`src/rtl/gpio_seq_pkg.sv`:
```
// gpio_seq_pkg: op codes, FSM state encoding and bus constants shared by the GPIO RMW sequencer
package gpio_seq_pkg;
  localparam logic [2:0] OP_READ   = 3'd0;
  localparam logic [2:0] OP_WRITE  = 3'd1;
  localparam logic [2:0] OP_SET    = 3'd2;
  localparam logic [2:0] OP_CLR    = 3'd3;
  localparam logic [2:0] OP_TOGGLE = 3'd4;
  localparam logic [2:0] ST_INIT_D = 3'd0;
  localparam logic [2:0] ST_INIT_M = 3'd1;
  localparam logic [2:0] ST_IDLE   = 3'd2;
  localparam logic [2:0] ST_RD0    = 3'd3;
  localparam logic [2:0] ST_RD1    = 3'd4;
  localparam logic [2:0] ST_WR     = 3'd5;
  localparam logic [2:0] ST_DONE   = 3'd6;
  localparam logic [31:0] OFF_DATA = 32'd0;
  localparam logic [31:0] OFF_MODE = 32'd4;
  localparam logic [1:0] BUS_SIZE_WORD = 2'b10;
  function automatic logic is_rmw(input logic [2:0] op);
    return op == OP_SET || op == OP_CLR || op == OP_TOGGLE;
  endfunction
  function automatic logic is_rsvd(input logic [2:0] op);
    return op > OP_TOGGLE;
  endfunction
endpackage

```
`src/rtl/gpio_rmw_sequencer_arb.sv`:
```
// rr_arbiter2: two-way round-robin arbiter
//   clk, rst_n : clock, async active-low reset
//   req        : per-port request
//   take       : grant accepted this cycle, remember the winner
//   gnt        : index of the winning port
module rr_arbiter2 (
  input  logic       clk,
  input  logic       rst_n,
  input  logic [1:0] req,
  input  logic       take,
  output logic       gnt
);
  logic rr_last;
  assign gnt = &req ? ~rr_last : req[1];
  always_ff @(posedge clk or negedge rst_n)
    if (!rst_n) rr_last <= 1'b1;
    else if (take) rr_last <= gnt;
endmodule

```
`src/rtl/gpio_rmw_sequencer.sv`:
```
// gpio_rmw_sequencer: arbitrates two requesters onto the GPIO bus and runs SET/CLR/TOGGLE as atomic RMW
//   req_*      : per-port request (valid, op, DATA/MODE select, value or mask), held until ack
//   ack, rdata : one-cycle completion pulse per port, result valid in that cycle
//   busy       : FSM not idle
//   bus_*      : word cycles towards the GPIO controller; bus_rdata is the shared data lines
module gpio_rmw_sequencer
  import gpio_seq_pkg::*;
#(
  parameter logic [31:0] BASE_ADDR = 32'h8000_0000,
  parameter logic [31:0] IDLE_ADDR = 32'h0000_0000,
  parameter int          NUM_PINS  = 16
) (
  input  logic        clk,
  input  logic        rst_n,
  input  logic [1:0]  req_valid,
  input  logic [2:0]  req_op0,
  input  logic [2:0]  req_op1,
  input  logic        req_sel0,
  input  logic        req_sel1,
  input  logic [31:0] req_wdata0,
  input  logic [31:0] req_wdata1,
  output logic [1:0]  ack,
  output logic [31:0] rdata,
  output logic        busy,
  output logic [31:0] bus_addr,
  output logic        bus_rw,
  output logic [1:0]  bus_size,
  output logic [31:0] bus_wdata,
  output logic        bus_oe,
  input  logic [31:0] bus_rdata
);
  // wraps to all-ones when NUM_PINS is 32
  localparam logic [31:0] PIN_MASK = (32'd1 << NUM_PINS) - 32'd1;
  logic [2:0] state, nxt, op_q, op_in;
  logic sel_q, sel_in, gnt, gnt_q, take, wr_st, rd_st;
  logic [31:0] mask_q, data_q, mode_shadow, base, wval, wd_in;
  rr_arbiter2 u_arb (.clk(clk), .rst_n(rst_n), .req(req_valid), .take(take), .gnt(gnt));
  assign take = state == ST_IDLE && |req_valid;
  assign op_in = gnt ? req_op1 : req_op0;
  assign sel_in = gnt ? req_sel1 : req_sel0;
  assign wd_in = gnt ? req_wdata1 : req_wdata0;
  // MODE reads return pin levels, so a MODE RMW modifies the shadow instead of a bus read
  assign base = sel_q ? mode_shadow : data_q;
  assign wval = PIN_MASK & (op_q == OP_WRITE ? mask_q :
                            op_q == OP_SET   ? base | mask_q :
                            op_q == OP_CLR   ? base & ~mask_q : base ^ mask_q);
  assign nxt = state == ST_INIT_D ? ST_INIT_M :
               state == ST_INIT_M ? ST_IDLE :
               state == ST_IDLE   ? (!take ? ST_IDLE :
                                     is_rsvd(op_in) || (sel_in && op_in == OP_READ) ? ST_DONE :
                                     sel_in || op_in == OP_WRITE ? ST_WR : ST_RD0) :
               state == ST_RD0    ? ST_RD1 :
               state == ST_RD1    ? (is_rmw(op_q) ? ST_WR : ST_DONE) :
               state == ST_WR     ? ST_DONE : ST_IDLE;
  // gating with rst_n releases the bus the instant reset asserts, even though INIT_D is a write state
  assign wr_st = rst_n && (state == ST_INIT_D || state == ST_INIT_M || state == ST_WR);
  assign rd_st = rst_n && (state == ST_RD0 || state == ST_RD1);
  assign bus_rw = wr_st;
  assign bus_oe = wr_st;
  assign bus_addr = wr_st ? BASE_ADDR + (state == ST_INIT_M || (state == ST_WR && sel_q) ? OFF_MODE : OFF_DATA) :
                    rd_st ? BASE_ADDR + OFF_DATA : IDLE_ADDR;
  assign bus_wdata = rst_n && state == ST_WR ? wval : '0;
  assign bus_size = BUS_SIZE_WORD;
  assign busy = state != ST_IDLE;
  assign ack = state == ST_DONE ? (gnt_q ? 2'b10 : 2'b01) : 2'b00;
  // data_q doubles as the sampled read value, the RMW base and the returned result
  assign rdata = data_q;
  always_ff @(posedge clk or negedge rst_n)
    if (!rst_n) begin
      state <= ST_INIT_D;
      op_q <= OP_READ;
      sel_q <= 1'b0;
      gnt_q <= 1'b0;
      mask_q <= '0;
      data_q <= '0;
      mode_shadow <= '0;
    end else begin
      state <= nxt;
      if (take) begin
        op_q <= op_in;
        sel_q <= sel_in;
        gnt_q <= gnt;
        mask_q <= wd_in;
        data_q <= sel_in && op_in == OP_READ ? mode_shadow : '0;
      end
      if (state == ST_RD1) data_q <= bus_rdata & PIN_MASK;
      if (state == ST_WR) begin
        data_q <= wval;
        if (sel_q) mode_shadow <= wval;
      end
    end
endmodule
```
`config.mk`:
```
export PLATFORM = sky130hd
export DESIGN_NAME = gpio_rmw_sequencer
export DESIGN_NICKNAME = d
export VERILOG_FILES = /design/src/rtl/gpio_seq_pkg.sv /design/src/rtl/gpio_rmw_sequencer_arb.sv /design/src/rtl/gpio_rmw_sequencer.sv
export SDC_FILE = /design/constraint.sdc
export NUM_CORES = 1
export LEC_CHECK = 0
export ABC_CLOCK_PERIOD_IN_PS = 2900
export CORE_MARGIN = 3
export CORE_UTILIZATION = 43
export DETAILED_ROUTE_END_ITERATION = 16
export PLACE_DENSITY = 0.85
export SLEW_MARGIN = 20
export SYNTH_ARGS = -nofsm -noshare
export SYNTH_HDL_FRONTEND = slang
export SYNTH_SLANG_ARGS = --single-unit
```
`constraint.sdc`:
```
create_clock -name clk -period 2.9 [get_ports clk]
set_clock_uncertainty 0.2 [all_clocks]
set_input_delay 0.58 -clock clk [delete_from_list [all_inputs] [get_ports clk]]
set_output_delay 0.58 -clock clk [all_outputs]
set_load 0.05 [all_outputs]
```
==> reports/qor.csv, run 1 <==
metric,value,unit
status,"finished, violations left",
violated checks,setup timing,
first-pass GRT wire length,22500,um
fin area,6720,um^2
Post-route DRC,0,
critical path arrival,2.37,ns
"commonest cells after routing, fill and taps aside","nand2_1 (85), clkdlybuf4s50_1 (74), conb_1 (64)",
"Setup violations, final",16,
Antenna Cells,0,
number of synthesized flops with an enable pin,0,
drt pass-1 iters,7,
CTS tree,done,
final hold violations,0,
die area,12400,um^2
PD cells,1170,nW/um^2
Netlist cell types,57,
max-slew violations,0,
leak pwr,2.99,nW
"Seq/Total Area, Yosys",0.300,
post-synthesis simple-gate area fraction,0.187,
RSZ-0062 raised after global routing,yes,
vias in the first global route,4543,
top_reg_cell synth,dfrtp_1,
Place WS,-0.0336,ns
synthesized area per cell,8.26,um^2
Finished Core Util,0.637,
critical path class,reg2out,
total track usage,0.222,
Tightest Pin Transition,0.806,ns
Worst-path clk slew,0.07,ns
mapped cell area,4770,um^2
WP data required,2.12,ns
row count,37,
Max Cap Violations,0,
total power,7.87,mW
Worst-Skew Late Latency,0.35,ns
startpoint types,flop,
Yosys reg bits,57,
WL per Instance,17.8,um
DP HPWL,10100,um
worst setup margin,-0.247,ns
Post-Synth Adder-Cell Area,0.0840,
Inserted Clock Buffers,9,
Die Span Y,111,um
nets@finish,850,
I/O Buffers,98,
grt total ovfl,0,
Ys Warns,0,
initial core utilization,0.452,
crit path max fanout,5,
H-tree levels,3,
vias,4688,
Area Overhead vs Synth,41.0,%
Routed Wire Length,15100,um
Root Buffer,clkbuf_8,
number of antenna violations at the first check in global routing,0,
post-synthesis compound-gate area fraction,0.216,
largest family of logic cells by synthesized area,compound AO/OA/AOI/OAI gates,
Final GP Congestion,0.889,
CTS Hold Bufs,0,
Post-Synthesis Cells,577,
Die X,111,um
I/O pins,211,
core footprint,10600,um^2
share of layout cells above drive strength 1,0.262,
Critical Path End Type,output port,
crit path time final,3.15,ns
Peak Freq,0.318,GHz
clk sinks,57,
multiplexer share of the synthesized area,0.0404,
largest net degree at the start of global routing,42,
vias per cell,5.52,
worst min path class,in2async,
ANT nets after route,0,
Starting DRT DRC Count,459,
XOR/XNOR Fraction of Synth Area,0.00184,
maximum VDD drop,529,uV
"Cell Area, Placed",5860,um^2
"commonest non-fill, non-tap cell in the layout",nand2_1,
Tcrit/Tclk final,1.09,
asr flop ratio synth,1.00,
hold slack,0.0777,ns
clk buf depth,2,
Rel. slew slack,0.462,
## cell usage after synthesis (all sizes together) (3+ instances only)
master   instances  area, um^2
nand4b           3        26.3
nor2b            6        40.0
a21oi            9        45.0
clkbuf          13        50.0
a21o             4        30.0
a31oi           24         165
inv             36         135
nand2           87         329
o221ai          13         176
nor3b            3        33.8
buf             88         619
o21ai           32         160
a211oi           3        22.5
nor2            54         208
or3              3        18.8
ha              32         400
and2            14        87.6
o22ai           14        87.6
o211ai           7        52.6
a2bb2oi          3        26.3
a222oi           7        70.1
nor3             3        15.0
dfrtp           56        1400
a32oi            6        52.6
a22oi            6        45.0
nand2b           9        56.3
mux2i           18         193
## registers in the layout, summed over array words and instances (netlist names)
| name | cells |
|---|---|
| sel_q | 1 |
| u_arb.rr_last | 1 |
| rdata | 16 |
| state | 3 |
| op_q | 3 |
| mode_shadow | 16 |
| mask_q | 16 |
| gnt_q | 1 |
## metrics by stage
step                std cells  setup TNS [ns]
floorplan                 639               0
global placement          805               0
detailed placement        805          -0.244
CTS                       835           -1.59
global route              850           -4.09
finish                    850           -2.69
## worst paths after layout
check	from	to	slack, ns	cells past startpoint
max	sel_q$_DFFE_PN0P_	bus_wdata[5]	-0.25	9
min	rst_n	sel_q$_DFFE_PN0P_	0.08	2
max reg2reg	state[2]$_DFF_PN0_	rdata[1]$_DFFE_PN0P_	0.37	4
min reg2reg	gnt_q$_DFFE_PN0P_	gnt_q$_DFFE_PN0P_	0.33	2
max in group asynchronous	rst_n	mask_q[3]$_DFFE_PN0P_	2.03	2
min in group clk	gnt_q$_DFFE_PN0P_	gnt_q$_DFFE_PN0P_	0.33	2
## critical path: stages, from the launching register on
cell and delay [ns]:
dfrtp_2 0.47, buf_4 0.16, mux2i_2 0.22, inv_1 0.07, ha_1 0.18, nand2b_1 0.16
a32oi_2 0.27, a2bb2oi_2 0.23, nor2_2 0.09, buf_12 0.16
## per-layer routing
layer | up-vias | track usage | share of wire
li1 | 2145 | - | -
met1 | 2218 | 0.267 | 0.38
met2 | 269 | 0.381 | 0.51
met3 | 56 | 0.0409 | 0.078
met4 | 0 | 0.103 | 0.034
met5 | - | 0 | 0
## where the power goes
group / internal (mW) / leakage [nW] / switching [mW]
registers: 1.15 / 0.701 / 0.482
clock network: 0.423 / 0.101 / 0.342
logic: 2.45 / 2.19 / 3.02
total: 4.03 / 2.99 / 3.84
## logic make-up (layout without fill, tap and decap cells)
kind of cell,after synthesis,after routing
flops,57,57
mux,18,18
simple gates,192,192
buf+inv,137,212
fa+ha+maj,32,32
other cells,2,64
compound gates,138,138
xor+xnor,1,1
## area by class of cell
class	count	area, um^2
inverter	36	135
timing repair buffer	161	1640
fill	831	3840
tap	136	170
multi-input combinational	445	3150
clock inverter	1	7.51
sequential	57	1430
clock buffer	14	193
## timing repair
action                                  CTS  global route
resized for setup                        34            56
gates cloned                              0             1
pin swaps                                 3            19
endpoints found under the setup margin   16            17
setup buffers                            15            14
(Power assumes the default switching activity.)
==> run 2: changes to the inputs <==
--- a/config.mk
+++ b/config.mk
@@ -8,6 +8,7 @@
 export ABC_CLOCK_PERIOD_IN_PS = 2900
 export CORE_MARGIN = 3
 export CORE_UTILIZATION = 43
+export CTS_CLUSTER_SIZE = 10
 export DETAILED_ROUTE_END_ITERATION = 16
 export PLACE_DENSITY = 0.85
 export SLEW_MARGIN = 20
==> results of run 2 <==
Final layout, timing and power as in run 1 (identical DEF).
